[src/rtl/stage_writeback_pkg.sv]
// rtl/stage_writeback_pkg.sv - shared types, opcodes and stage helpers for the writeback stage (WB_TRACE_EN enables STAGE_PRINT)
package stage_writeback_pkg;

   typedef logic [7:0]  V8;
   typedef logic [15:0] V16;
   typedef logic [31:0] V32;

   localparam V8 OP_NOP = 8'h00;
   localparam V8 OP_ADD = 8'h01;
   localparam V8 OP_SUB = 8'h02;
   localparam V8 OP_AND = 8'h03;
   localparam V8 OP_WRL = 8'h04;
   localparam V8 OP_RDL = 8'h05;

   // valid=0 marks a bubble; a real NOP instruction has valid=1
   typedef struct packed {
      logic valid;
      V16   pc;
      V8    operation;
      V8    rw;
      V32   res;
   } t_stage;

   localparam t_stage STAGE_BUBBLE = '{valid: 1'b0, pc: '0, operation: OP_NOP, rw: '0, res: '0};

   typedef enum logic [0:0] {
      WB_IDLE      = 1'b0,
      WB_WAIT_LOAD = 1'b1
   } t_wb_state;

endpackage

`ifndef STAGE_WRITEBACK_MACROS
`define STAGE_WRITEBACK_MACROS
`define STAGE_FLUSH stage_writeback_pkg::STAGE_BUBBLE
`ifdef WB_TRACE_EN
`define STAGE_PRINT(s) $display("WB valid=%0b pc=%h op=%h rw=%h res=%h", (s).valid, (s).pc, (s).operation, (s).rw, (s).res)
`endif
`endif

[src/rtl/stage_writeback_wb_write_select.sv]
// rtl/stage_writeback_wb_write_select.sv - combinational write/retire decision for one instruction
import stage_writeback_pkg::*;

module wb_write_select #(
   parameter int R0_HARDWIRED = 1
) (
   input  t_stage     instr,
   input  logic       mem_data_valid,
   input  logic [31:0] mem_data,
   output logic       write_enable,
   output logic [7:0] rw,
   output logic [31:0] data,
   output logic       retire,
   output logic       need_wait
);

   logic is_alu;
   logic is_rdl;
   logic is_wrl;
   logic commit_write;
   logic r0_block;

   // classify the instruction and decide whether it writes, retires or must wait for load data
   always_comb begin
      is_alu       = instr.valid && ((instr.operation == OP_ADD) ||
                                     (instr.operation == OP_SUB) ||
                                     (instr.operation == OP_AND));
      is_rdl       = instr.valid && (instr.operation == OP_RDL);
      is_wrl       = instr.valid && (instr.operation == OP_WRL);
      commit_write = is_alu || (is_rdl && mem_data_valid);
      r0_block     = (R0_HARDWIRED != 0) && (instr.rw == 8'd0);
      write_enable = commit_write && !r0_block;
      rw           = instr.rw;
      data         = is_rdl ? mem_data : instr.res;
      retire       = commit_write || is_wrl;
      need_wait    = is_rdl && !mem_data_valid;
   end

endmodule

[src/rtl/stage_writeback.sv]
// rtl/stage_writeback.sv - final pipeline stage driving the register-bank write port (WB_TRACE_EN adds trace prints)
import stage_writeback_pkg::*;

module stage_writeback #(
   parameter int RETIRE_W     = 32,
   parameter int R0_HARDWIRED = 1
) (
   input  logic                clock,
   input  logic                reset,
   input  logic                stall,
   input  logic                flush,
   input  t_stage              stage_mem,
   input  logic                mem_data_valid,
   input  logic [31:0]         mem_data,
   output logic                write_enable,
   output logic [7:0]          rw,
   output logic [31:0]         data,
   output t_stage              stage_wb,
   output logic                wb_busy,
   output logic [RETIRE_W-1:0] retired
);

   t_wb_state           state;
   t_wb_state           state_n;
   t_stage              stage_wb_n;
   logic                write_enable_n;
   logic [7:0]          rw_n;
   logic [31:0]         data_n;
   logic                wb_busy_n;
   logic [RETIRE_W-1:0] retired_n;

   t_stage              sel_instr;
   logic                sel_we;
   logic [7:0]          sel_rw;
   logic [31:0]         sel_data;
   logic                sel_retire;
   logic                sel_wait;

   // while waiting, the held load is re-evaluated against incoming cache data
   assign sel_instr = (state == WB_WAIT_LOAD) ? stage_wb : stage_mem;

   wb_write_select #(
      .R0_HARDWIRED(R0_HARDWIRED)
   ) u_write_select (
      .instr          (sel_instr),
      .mem_data_valid (mem_data_valid),
      .mem_data       (mem_data),
      .write_enable   (sel_we),
      .rw             (sel_rw),
      .data           (sel_data),
      .retire         (sel_retire),
      .need_wait      (sel_wait)
   );

   // next-state and next-output logic; write strobe defaults low so a write never repeats
   always_comb begin
      state_n        = state;
      stage_wb_n     = stage_wb;
      write_enable_n = 1'b0;
      rw_n           = rw;
      data_n         = data;
      retired_n      = retired;
      case (state)
         WB_IDLE: begin
            if (!stall) begin
               if (flush) begin
                  stage_wb_n = `STAGE_FLUSH;
               end else begin
                  stage_wb_n = stage_mem;
                  if (sel_we) begin
                     write_enable_n = 1'b1;
                     rw_n           = sel_rw;
                     data_n         = sel_data;
                  end
                  if (sel_retire) retired_n = retired + RETIRE_W'(1);
                  if (sel_wait)   state_n   = WB_WAIT_LOAD;
               end
            end
         end
         WB_WAIT_LOAD: begin
            if (mem_data_valid) begin
               if (sel_we) begin
                  write_enable_n = 1'b1;
                  rw_n           = sel_rw;
                  data_n         = sel_data;
               end
               if (sel_retire) retired_n = retired + RETIRE_W'(1);
               state_n = WB_IDLE;
            end
         end
         default: state_n = WB_IDLE;
      endcase
      wb_busy_n = (state_n == WB_WAIT_LOAD);
   end

   // state and output registers
   always_ff @(posedge clock) begin
      if (reset) begin
         state        <= WB_IDLE;
         stage_wb     <= `STAGE_FLUSH;
         write_enable <= 1'b0;
         rw           <= '0;
         data         <= '0;
         wb_busy      <= 1'b0;
         retired      <= '0;
      end else begin
         state        <= state_n;
         stage_wb     <= stage_wb_n;
         write_enable <= write_enable_n;
         rw           <= rw_n;
         data         <= data_n;
         wb_busy      <= wb_busy_n;
         retired      <= retired_n;
      end
   end

`ifdef WB_TRACE_EN
   // trace of the committed bundle and any register write
   always @(negedge clock) begin
      if (!reset) begin
         `STAGE_PRINT(stage_wb);
         if (write_enable) $display("WB write rw=%h data=%h", rw, data);
      end
   end
`endif

endmodule
[config.mk]
export PLATFORM = sky130hd
export DESIGN_NAME = stage_writeback
export DESIGN_NICKNAME = d
export VERILOG_FILES = /design/src/rtl/stage_writeback_pkg.sv /design/src/rtl/stage_writeback_wb_write_select.sv /design/src/rtl/stage_writeback.sv
export SDC_FILE = /design/constraint.sdc
export NUM_CORES = 1
export LEC_CHECK = 0
export CORE_MARGIN = 2
export CORE_UTILIZATION = 35
export CTS_CLUSTER_DIAMETER = 150
export DETAILED_ROUTE_END_ITERATION = 8
export PLACE_DENSITY_LB_ADDON = 0.25
export SYNTH_ARGS = -nofsm -noshare
export SYNTH_HDL_FRONTEND = slang
export SYNTH_SLANG_ARGS = --single-unit
[constraint.sdc]
create_clock -name clock -period 2.2 [get_ports clock]
set_input_delay 0.55 -clock clock [delete_from_list [all_inputs] [get_ports clock]]
set_output_delay 0.55 -clock clock [all_outputs]
set_load 0.05 [all_outputs]
==> results of run 1 <==
worst register-to-register path, delay by kind of cell, from the launching register on:
kind,cells,cell delay (ns)
buf+inv,3,0.40
flops,1,0.36
simple gates,1,0.51
compound gates,2,0.78
sequential cells by signal (all words and copies together), names as in the netlist:
register / count
write_enable: 1
stage_wb: 65
state: 1
data: 32
retired: 32
rw: 8
cells in the mapped netlist, drive strengths merged, types with 15 or more instances:
cell type  instances
o211ai            32
nand4             15
dfxtp            139
nand2            113
clkbuf            61
mux2i             34
a21oi             95
or4               25
o31ai             25
nand3b            65
nand3             15
o21ai             37
buf               23
o2111ai           32
worst paths after layout:
kind	cells after the start	to	slack [ns]	from
setup / recovery	6	rw[6]	0.04	state
hold reg to reg	2	stage_wb[61]	0.45	stage_wb[61]
setup reg to reg	6	rw[6]	0.04	state
hold / removal	2	stage_wb[61]	0.45	stage_wb[61]
report_power, final:
group          total (uW)  switching [uW]  internal, uW
clock network        2830            1160          1660
logic                 849             469           380
registers            2600            36.6          2560
logic make-up after synthesis:
kind of cell / Yosys count
AO/OA/AOI/OAI: 247
adder cells (fa/ha/maj): 1
buffers and inverters: 88
flip-flops: 139
multiplexers: 44
AND/OR/NAND/NOR: 292
routing by layer:
metal	GRT usage, %	vias to the layer above
li1	-	3559
met1	30.8	3519
met2	36.2	302
met3	6.76	51
met4	10.3	2
met5	0	-
through the flow:
| step | power, uW | instances | setup WS, ns | hold WS (ns) | util [%] |
|---|---|---|---|---|---|
| final | 6270 | 1343 | 0.0368 | 0.451 | 56.2 |
| after global routing | 6500 | 1343 | -0.00956 | 0.466 | 56.2 |
| after CTS | 6330 | 1337 | 0.0000890 | 0.454 | 55.4 |
| after detailed placement | 3500 | 1293 | -0.554 | 0.446 | 51.4 |
| after global placement | 3490 | 1293 | -0.520 | 0.438 | 51.4 |
| after floorplan | 3050 | 811 | 0.0000375 | 0.577 | - |
cell type report:
cell class / instances / area, sq um / share of cell area [%]
antenna: 2 / 5.00 / 0.0460
clock buffer: 17 / 425 / 3.91
clock inverter: 15 / 151 / 1.39
inverter: 4 / 15.0 / 0.138
multi-input combinational: 584 / 3830 / 35.2
sequential: 139 / 2800 / 25.7
tap: 265 / 332 / 3.05
timing repair buffer: 317 / 3320 / 30.5
repair_timing:
| item | in CTS | in global routing |
|---|---|---|
| setup buffers | 8 | 3 |
| gates resized for setup | 52 | 40 |
| pin swaps | 28 | 13 |
| endpoints found under the setup margin | 92 | 95 |
| gates cloned | 4 | 1 |
==> impl_metrics.tcl, run 1 <==
set metrics [dict create \
    io_buffers 240 \
    synth.largest_area_cell "sky130_fd_sc_hd__dfxtp_1" \
    dr.first_iter.drc_count 461 \
    timing.critical_path.required_ns 2.51 \
    worstPathMaxFanout 5 \
    drv_cap 0 \
    tritoncts_clock_tree "yes" \
    clkTransAtPathRegs_ns 0.06 \
    synth_cell_types 46 \
    final_cell_mix "sky130_fd_sc_hd__clkdlybuf4s50_1, sky130_fd_sc_hd__dfxtp_1, sky130_fd_sc_hd__nand2_1" \
    finalWorstPathRequiredPeriod_ns 2.16 \
    most_common_cell_after_layout_fill_and_taps_aside "sky130_fd_sc_hd__clkdlybuf4s50_1" \
    detailroute.wirelength.met2_mm 11.6 \
    synth_xor_xnor_area_share_pct 0 \
    grt_pass1_vias 6875 \
    floorplan.die.height_microns 144 \
    route.detailed.drc 0 \
    critPathTopFamily "compound AO/OA/AOI/OAI gates" \
    root_buffer "sky130_fd_sc_hd__clkbuf_16" \
    cpMostUsedCell "sky130_fd_sc_hd__buf_12" \
    mappedNetlistArea_sq_mm 0.00684 \
    highest_metal_layer_used_by_the_detailed_router "met5" \
    detailed_place.area_sq_mm 0.00994 \
    synth-seq-area-share_pct 40.7 \
    post-route-cell-area_sq_mm 0.0109 \
    slew_at_the_pin_closest_to_its_max_slew_limit_ns 0.589 \
    cts_max_level 4 \
    place_congestion 0.809 \
    detail_route.first_pass.iterations 5 \
    routed_wire_length_per_instance_microns 18.5 \
    slowest_delay_ns 0.51 \
    ys_dominant_reg_cell "sky130_fd_sc_hd__dfxtp_1" \
    critPathKind "flip-flop to flip-flop" \
    hold_violations 0 \
    leakage_uw 0.00439 \
    synth_adder_area_share_pct 0.183 \
    top_achievable_clock_speed_mhz 462 \
    floorplan.initialDensity_pct 35.4 \
    core_area_sq_mm 0.0193 \
    antenna_found_initial 3 \
    syn-num-nets 914 \
    synth_warnings 0 \
    grt.total_usage_pct 23.6 \
    die_area_sq_mm 0.0207 \
    final_net_count 1166 \
    postSynthAreaPerCell_sq_um 8.44 \
    grt-ovfl-total 0 \
    synth_largest_type_area_fraction_pct 40.7 \
    met1Wirelength_mm 10.5 \
    finalSetupViolations 0 \
    clock-skew-final_ns 0.0106 \
    placement_rows 51 \
    power.density_cell_area_mw_per_mm2 577 \
    io_pins 241 \
    cell_types_with_the_largest_area_share_after_synthesis "sky130_fd_sc_hd__dfxtp_1, sky130_fd_sc_hd__nand3b_1, sky130_fd_sc_hd__a21oi_1" \
    synthToLayoutAreaGrowth_pct 58.9 \
    syn-instance-count 811 \
    grt_pass1_wl_mm 38.2 \
    met3_wirelength_mm 1.95 \
    grt_max_degree 101 \
    synth-compound-area-share_pct 23.4 \
    floorplan.die.width_microns 144 \
    run_status "completed" \
    avgViaCountPerCell 5.53 \
    clkLatencyLatePin_ns 0.42 \
    synth-edff-count 0 \
    dp.final_hpwl_mm 16.1 \
    drtAntennaViolNets 0 \
    ir_worst_vdd_mv 0.528 \
    timing.critical_path.from_type "flip-flop" \
    worst_min_delay_path_class "flip-flop to flip-flop" \
    path_buf_inv 3 \
    finalCritPeriodShare_pct 98.3 \
    cts_num_sinks 139 \
    routed-via-count 7433 \
    post_synthesis_share_of_cell_area_spent_on_and_or_nand_and_nor_gates_pct 23.7 \
    end_kind "flip-flop" \
    crit_path_top_delay_cell "sky130_fd_sc_hd__or4b_4" \
    n_fill_cell 1769 \
    timing.slew.headroom_pct 60.6 \
    arrival_time_at_the_worst_endpoint_ns 2.47 \
    synth_top_family_by_area "simple AND/OR/NAND/NOR gates" \
    count_of_pins_over_their_slew_limit 0 \
    setup_total_negative_slack_ns 0 \
    holdBufCountCts 0 \
    proportion_of_layout_cells_with_a_drive_suffix_above_1_pct 15.5 \
    muxShareOfSynthArea_pct 6.62 \
    clk_path_buf_depth 2 \
    path_cells "buf_12 > or4b_4 > a311o_2 > buf_6 > buf_12 > o311a_1" \
    asyncSetResetFlopFracSynth_pct 0 \
    routed_wirelength_mm 24.9 \
    synth-seq-cells 139 \
    cts_inserted_buffers 17 \
]
Power figures use the tool's default switching activity.
==> run 2: changes to the inputs <==
--- a/config.mk
+++ b/config.mk
@@ -5,11 +5,12 @@
 export SDC_FILE = /design/constraint.sdc
 export NUM_CORES = 1
 export LEC_CHECK = 0
-export CORE_MARGIN = 2
+export CORE_MARGIN = 8
 export CORE_UTILIZATION = 35
 export CTS_CLUSTER_DIAMETER = 150
 export DETAILED_ROUTE_END_ITERATION = 8
 export PLACE_DENSITY_LB_ADDON = 0.25
+export SKIP_CTS_REPAIR_TIMING = 1
 export SYNTH_ARGS = -nofsm -noshare
 export SYNTH_HDL_FRONTEND = slang
 export SYNTH_SLANG_ARGS = --single-unit
==> run 2 against run 1 <==
  * Non-clock buffer count decreased by 7
  * Cell area decreased by 0.46%
  * Final cell count decreased by 0.60%
  * Combinational power increased by 0.7%
  * Critical path depth decreased by 5
  * Register-to-register slack about the same
  * Clock skew decreased by 0.0018 ns
==> impl_metrics.tcl, run 2 (synthesized netlist as in run 1, its figures left out) <==
set metrics [dict create \
    placed_cells_incl_taps 1297 \
    worst_min_delay_path_class "flip-flop to flip-flop" \
    io_buffers 240 \
    finalSetupViolations 0 \
    place_congestion 0.836 \
    timing.critical_path.from_type "flip-flop" \
    slew_at_the_pin_closest_to_its_max_slew_limit_ns 0.571 \
    grt-ovfl-total 0 \
    cts_num_sinks 139 \
    leakage_uw 0.00476 \
    post-layout-total-power_uw 6340 \
    critPathTopFamily "buffers and inverters" \
    timing.critical_path.required_ns 1.65 \
    finalWorstPathRequiredPeriod_ns 2.17 \
    power.density_cell_area_mw_per_mm2 586 \
    cts_inserted_buffers 17 \
    power.share.switching_pct 25.9 \
    most_common_cell_after_layout_fill_and_taps_aside "sky130_fd_sc_hd__clkdlybuf4s50_1" \
    final_net_count 1159 \
    routed_wirelength_mm 26.6 \
    grt_pass1_vias 7180 \
    floorplan.initialDensity_pct 35.4 \
    hold_violations 0 \
    met1Wirelength_mm 11.2 \
    antenna_found_initial 4 \
    end_kind "primary output" \
    slowest_delay_ns 0.85 \
    arrival_time_at_the_worst_endpoint_ns 1.62 \
    run_status "completed" \
    highest_metal_layer_used_by_the_detailed_router "met5" \
    critPathKind "flip-flop to primary output" \
    clk_path_buf_depth 2 \
    sequential_group_share_of_total_power_pct 41.0 \
    avgViaCountPerCell 5.54 \
    final_std_cells_w_o_fill 1335 \
    grt.total_usage_pct 20.7 \
    count_of_pins_over_their_slew_limit 0 \
    detailroute.wirelength.met2_mm 12.7 \
    clkTransAtPathRegs_ns 0.06 \
    dr.first_iter.drc_count 513 \
    clock_power_share_pct 45.5 \
    largest_register "stage_wb" \
    ir_worst_vdd_mv 0.522 \
    setup_total_negative_slack_ns 0 \
    grt_pass1_wl_mm 40.1 \
    clock-skew-final_ns 0.00877 \
    worstPathMaxFanout 3 \
    cell_internal_pwr_uw 4690 \
    path_buf_inv 1 \
    placement_rows 51 \
    final_cell_mix "sky130_fd_sc_hd__clkdlybuf4s50_1, sky130_fd_sc_hd__dfxtp_1, sky130_fd_sc_hd__nand2_1" \
    p_sw_uw 1640 \
    routed-via-count 7392 \
    routed_wire_length_per_instance_microns 19.9 \
    die_area_sq_mm 0.0243 \
    cts_max_level 4 \
    largest_reg_flops 65 \
    postLayoutSetupSlackWorst_ns 0.0325 \
    tritoncts_clock_tree "yes" \
    combinationalPowerShare_pct 13.5 \
    detail_route.first_pass.iterations 7 \
    finalCritPeriodShare_pct 98.5 \
    n_fill_cell 1735 \
    timing.slew.headroom_pct 61.9 \
    crit_path_top_delay_cell "sky130_fd_sc_hd__clkdlybuf4s50_1" \
    floorplan.die.height_microns 156 \
    io_pins 241 \
    route.detailed.drc 0 \
    core_area_sq_mm 0.0193 \
    biggestRegsByFlops "stage_wb x65, data x32, retired x32" \
    dp.final_hpwl_mm 18.1 \
    top_achievable_clock_speed_mhz 461 \
    met3_wirelength_mm 2.12 \
    path_cells "clkdlybuf4s50_1" \
    floorplan.die.width_microns 156 \
    drtAntennaViolNets 0 \
    grt_max_degree 101 \
    proportion_of_layout_cells_with_a_drive_suffix_above_1_pct 15.4 \
    drv_cap 0 \
    root_buffer "sky130_fd_sc_hd__clkbuf_16" \
    synthToLayoutAreaGrowth_pct 58.1 \
    pre_cts_ws_ns -0.661 \
    clkLatencyLatePin_ns 0.42 \
]
-- run 2: cell types whose count changed in the layout (fill, tap and decap cells not counted), sizes merged, moves of 3 or more --
cell | before | now
buf | 92 | 89
clkbuf | 18 | 23
clkdlybuf4s50 | 157 | 152
clkinvlp | 6 | 3
dlygate4sd2 | 34 | 0
dlymetal6s2s | 32 | 66
-- run 2: cell type report --
| class | count | area, sq um | area share, % |
|---|---|---|---|
| Clock buffer | 20 | 467 | 4.31 |
| Antenna cell | 2 | 5.00 | 0.0462 |
| Inverter | 4 | 15.0 | 0.139 |
| Tap cell | 265 | 332 | 3.06 |
| Multi-Input combinational cell | 584 | 3840 | 35.4 |
| Timing Repair Buffer | 310 | 3250 | 30.0 |
| Sequential cell | 139 | 2800 | 25.9 |
| Clock inverter | 11 | 120 | 1.11 |
-- run 2: path summary, 6_finish.rpt --
kind                   to    startpoint  slack, ns  cells past startpoint
min          stage_wb[58]  stage_wb[58]       0.45                      2
max          stage_wb[30]  stage_wb[30]       0.03                      1
min reg2reg  stage_wb[58]  stage_wb[58]       0.45                      2
max reg2reg         rw[1]         state       0.05                      6
-- run 2: routing by layer --
metal  vias up  track usage, %
met2       261            33.4
met3        36            7.34
met1      3537            25.1
li1       3554               -
met5         -               0
met4         4            7.39
-- run 2: per-stage QoR --
stage | hold WS, ns | instance area [sq um] | util [%]
global placement | 0.439 | 9910 | 51.2
finish | 0.448 | 10800 | 56.0
CTS | 0.451 | 10500 | 54.3
floorplan | 0.577 | 6890 | -
detailed placement | 0.443 | 9910 | 51.2
global route | 0.471 | 10800 | 56.0
-- run 2: power by group through the flow --
stage,clock network [uW],logic (uW),registers [uW]
after floorplan,0,238,2810
final,2880,855,2600
after global routing,3060,901,2610
after detailed placement,0,844,2650
after CTS,2920,847,2600
after global placement,0,841,2650
-- run 2: worst min-delay path: cells and delay by family, from the launching register on --
family | cells | cell delay (ns)
AND/OR/NAND/NOR | 1 | 0.05
AO/OA/AOI/OAI | 1 | 0.05
flip-flops | 1 | 0.30
==> RTL change 1 (flow settings as in run 2) <==
`data` no longer has a reset.
--- a/src/rtl/stage_writeback.sv
+++ b/src/rtl/stage_writeback.sv
@@ -100,7 +100,6 @@
          stage_wb     <= `STAGE_FLUSH;
          write_enable <= 1'b0;
          rw           <= '0;
-         data         <= '0;
          wb_busy      <= 1'b0;
          retired      <= '0;
       end else begin
@@ -108,10 +107,13 @@
          stage_wb     <= stage_wb_n;
          write_enable <= write_enable_n;
          rw           <= rw_n;
-         data         <= data_n;
          wb_busy      <= wb_busy_n;
          retired      <= retired_n;
       end
+   end
+
+   always_ff @(posedge clock) begin
+      data <= data_n;
    end
 
 `ifdef WB_TRACE_EN
Formal check against the unedited RTL: not equivalent (a bounded check fails within 4 cycles, from zero or initial values and one cycle with reset high).
==> RTL change 1 against run 2 <==
The run now ends with negative setup slack left. Count of clock-buffer cells in the layout down 2. Final area down 5.0%. Synthesized area down 7.8%. Sequential cell count unchanged. Final cell count down 9.8%. Combinational power down 12%. Power up 4.1%. Worst setup slack worse by 0.094 ns. Synthesized cell count down 14%. Sequential power up 3%. Core utilization up 1.6 points. First-iteration DRC count down 28%. Routed wire length down 16%. Critical endpoint is now retired[16].
==> RTL change 1: results (changes against run 2) <==
| Metric | Value |
|---|---|
| Vias in the first global route | `5,780 (-19%)` |
| Asr flop ratio synth | `0 (unchanged)` |
| Share of cells above drive strength 1 | `0.1583 (+0.004715)` |
| Top cells by area, synth | `dfxtp_1, edfxtp_1, a21oi_1` |
| Worst min-delay path category | `flop to flop` |
| Final Skew | `0.008093 ns (-0.0006798 ns)` |
| All-Layer GR Usage | `0.1826 (-0.02485)` |
| Yosys cell types | `42 (-8.7%)` |
| Post-DP HPWL | `15,020 um (-17%)` |
| Reg clk slew, reported paths | `0.06 ns (about the same)` |
| Pin count of the biggest net entering global routing | `108 (+6.9%)` |
| Drt total wl | `22,430 um (-16%)` |
| Sequential-to-total area share from yosys stat | `0.4916 (+0.08492)` |
| Initial antenna violation count | `1 (-3)` |
| Place WS | `-0.5889 ns (+0.07203 ns)` |
| TritonCTS buffer count | `17 (unchanged)` |
| Clock latency on the worst-skew pair | `between 0.4 and 0.5 ns` |
| PortBufs | `240 (unchanged)` |
| Post-synth EDFFs | `32 (+32)` |
| Syn Inst Count | `699 (-14%)` |
| CP Max Fanout | `5 (+2)` |
| Status | `finished with violations` |
| CP max stage cell | `or4_4` |
| Finished Layout Cells | `1,204 (-9.8%)` |
| Synth Flop Type | `dfxtp_1` |
| Failing checks | `negative setup slack` |
| Pins over their slew limit | `0 (unchanged)` |
| Drt first-iter violations | `370 (-28%)` |
| Crit-path max cell delay | `0.50 ns (-0.35 ns)` |
| CTS Buffer Depth | `2 (unchanged)` |
| RePlAce Congestion | `0.8320 (-0.48%)` |
| Root Driver | `clkbuf_16` |
| Setup TNS | `-0.3484 ns (-0.3484 ns)` |
| Largest regs | `stage_wb x65, data x32, retired x32` |
| Placed Area | `9230 sq um (-6.8%)` |
| Worst Tran Pin Value | `0.5769 ns (+0.006247 ns)` |
| # setup viols final | `13 (+13)` |
| Syn. warnings | `0 (unchanged)` |
| Commonest cells post-synth | `a21oi_1, dfxtp_1, nand2_1, nand3b_1, nor2_1` |
| First-pass GRT wire length | `32,600 um (-19%)` |
| Syn nets | `802 (-12%)` |
| DRT Pass-1 Iters | `5 (-2)` |
| Peak supply drop | `0.5124 mV (-1.8%)` |
| Nets@finish | `1,063 (-8.3%)` |
| Vias per cell | `5.244 (-5.3%)` |
| H-tree depth | `4 (unchanged)` |
| Static leakage | `4.059 nW (-15%)` |
| Slack of the critical path | `-0.06195 ns (-0.09449 ns)` |
-- RTL change 1: final cells by class --
cell class	count	area, sq um
antenna	2	5.005
clock buffer	18	429.2
clock inverter	14	217.7
fill	1591	7564
inverter	4	15.01
multi-input combinational	505	3162
sequential	139	3115
tap	229	286.5
timing repair buffer	293	3047
-- RTL change 1: power breakdown --
part | switching (W) | internal, W | total, W
logic | 0.000403 | 0.000348 | 0.000751
clock network | 0.00114 | 0.00202 | 0.00316
registers | 0.0000328 | 0.00265 | 0.00269
total | 0.00157 | 0.00502 | 0.00659
-- RTL change 1: routing by layer --
metal / global-route usage / wire (um) / vias up
li1: - / - / 3082
met1: 0.2289 / 9343 / 2979
met2: 0.2937 / 10830 / 225
met3: 0.04929 / 1916 / 28
met4: 0.07046 / 337 / 0
met5: 0 / 0 / -
-- RTL change 1: worst paths after layout --
path	endpoint	slack [ns]	from	cells past startpoint
min reg2reg	stage_wb[62]	0.45	stage_wb[62]	2
max reg2reg	retired[16]	-0.06	state	6
max	retired[16]	-0.06	stage_mem[44]	7
min	stage_wb[62]	0.45	stage_wb[62]	2
-- RTL change 1: cell families after synthesis --
kind of cell / count (synthesis) / synth area share
AOI/OAI and AO/OA: 184 / 0.1643
xor gates and xnor gates: 1 / 0.001388
adders and majority gates: 1 / 0.001982
buffers and inverters: 55 / 0.03528
DFF: 139 / 0.4916
muxes: 42 / 0.06680
and+or+nand+nor: 277 / 0.2387
-- RTL change 1: worst max-delay path, delay by kind of cell --
family,cells,cell delay (ns)
compound gates,2,0.34
mux,1,0.23
simple gates,2,0.80
buf+inv,2,0.69
==> RTL change 2 (settings of run 2) <==
Without the edit above. Set the parameter `RETIRE_W` to 64 (it was 32).
--- a/src/rtl/stage_writeback.sv
+++ b/src/rtl/stage_writeback.sv
@@ -2,7 +2,7 @@
 import stage_writeback_pkg::*;
 
 module stage_writeback #(
-   parameter int RETIRE_W     = 32,
+   parameter int RETIRE_W     = 64,
    parameter int R0_HARDWIRED = 1
 ) (
    input  logic                clock,
Ports: changed (resized retired); port bits go from 241 to 273. No check against the original RTL was run, so the function may have changed too.
==> RTL change 2 against run 2 <==
The flow now finishes with violations (negative setup slack). Sequential share of layout area fell by 0.90 points. Non-clock buffer count up 81. Final area rose by 28%. Power up 11%. Combinational power is 6.0% lower. Routed wire length up 30%. Register-to-register slack got worse by 0.04 ns. Synthesized area grew 24%. Sequential cell count increased by 32. Synthesized cell count increased by 26%. Critical path depth up 7. Worst setup slack got worse by 0.034 ns. Critical path type is now input pin to flop. Critical endpoint is now retired[38]. Largest power group is now sequential cells.
==> RTL change 2: results (changes against run 2) <==
| Metric | Value |
|---|---|
| Syn Inst Count | `1,024 (+26%)` |
| Met2 Track Usage GR | `0.3332 (-0.001224)` |
| Post-synthesis mux area share | `0.06431 (-0.001880)` |
| Vias in the first global route | `8,709 (+21%)` |
| PortBufs | `272 (+13%)` |
| Met3 Track Usage GR | `0.07987 (+0.006464)` |
| Setup TNS | `-0.0009706 ns (-0.0009706 ns)` |
| Sequential-to-total area share from yosys stat | `0.4045 (-0.002161)` |
| Placed Area | `11,890 sq um (+20%)` |
| Routed len/inst | `20.49 um (+3.0%)` |
| All-Layer GR Usage | `0.2105 (+0.003091)` |
| Share of cells above drive strength 1 | `0.2627 (+0.1092)` |
| Hold Path Sink | `state` |
| CP max stage cell | `or4_1` |
| Drt first-iter violations | `684 (+33%)` |
| Yosys cell types | `51 (+11%)` |
| Met3 Wirelength | `3065 um (+44%)` |
| Crit-path max cell delay | `0.52 ns (-0.33 ns)` |
| Commonest cells post-synth | `dfxtp_1, a21oi_1, nand2_1, clkbuf_1, o21ai_0` |
| Worst r2r src | `retired[0]` |
| Wl on met1 | `14,340 um (+28%)` |
| Slew HR | `0.6036 (-0.01538)` |
| Synth Area in XOR/XNOR | `0.001035 (+0.001035)` |
| Post-DP HPWL | `23,170 um (+28%)` |
| Compound-Gate Fraction of Synth Area | `0.2303 (-0.003892)` |
| CP bufs+invs | `3 (+2)` |
| Status | `finished with violations` |
| Final hold slack | `0.3875 ns (-0.06012 ns)` |
| Syn nets | `1,127 (+23%)` |
| Failing checks | `negative setup slack` |
| Min-delay src | `mem_data_valid` |
| Met2 WL | `16,430 um (+29%)` |
| Met1 GRT Util | `0.2602 (+0.009686)` |
| Worst min-delay path category | `input pin to flop` |
| Adder-cell share of the synthesized area | `0.001478 (-0.0003501)` |
| Initial antenna violation count | `8 (+4)` |
| R2r setup slk | `0.01 ns (-0.04 ns)` |
| # setup viols final | `1 (+1)` |
| CP Max Fanout | `5 (+2)` |
| Pin count of the biggest net entering global routing | `67 (-34%)` |
| Worst r2r dst | `retired[56]` |
| Largest regs | `stage_wb x65, retired x64, data x32` |
| Nets@finish | `1,446 (+25%)` |
| Vias per cell | `5.636 (+1.8%)` |
| Top delay family on crit path | `simple AND/OR/NAND/NOR gates` |
| Worst setup path endpoint | `retired[38]` |
| First-pass GRT wire length | `49,290 um (+23%)` |
| R2r worst-path depth | `7 (+1)` |
| Slack of the critical path | `-0.0009706 ns (-0.03351 ns)` |
| Top cells by area, synth | `dfxtp_1, a21oi_1, nand3b_1` |
| Peak supply drop | `0.4042 mV (-23%)` |
| Place WS | `-0.6779 ns (-0.01689 ns)` |
| Dpl cells | `1,613 (+24%)` |
| Final Skew | `0.01374 ns (+0.004969 ns)` |
| DRT Pass-1 Iters | `5 (-2)` |
| Static leakage | `6.141 nW (+29%)` |
-- RTL change 2: cell count changes after synthesis, moves of 18 or more --
cell	delta
dfxtp_1	+32
o211ai_1	-31
a21oi_1	+65
o21ai_0	+36
o31ai_1	+19
or4_1	+18
-- RTL change 2: power by group --
part           internal (W)  total [W]  switching, W
registers           0.00313    0.00317     0.0000359
clock network       0.00171    0.00306       0.00135
logic              0.000358   0.000804      0.000446
total               0.00521    0.00704       0.00183
-- RTL change 2: cell type report --
class,count,area (sq um)
Clock buffer,19,442.9
Antenna cell,5,12.51
Tap cell,324,405.4
Sequential cell,171,3466
Inverter,16,63.81
Clock inverter,12,138.9
Fill cell,2147,10150
Timing Repair Buffer,391,4069
Multi-Input combinational cell,746,5289
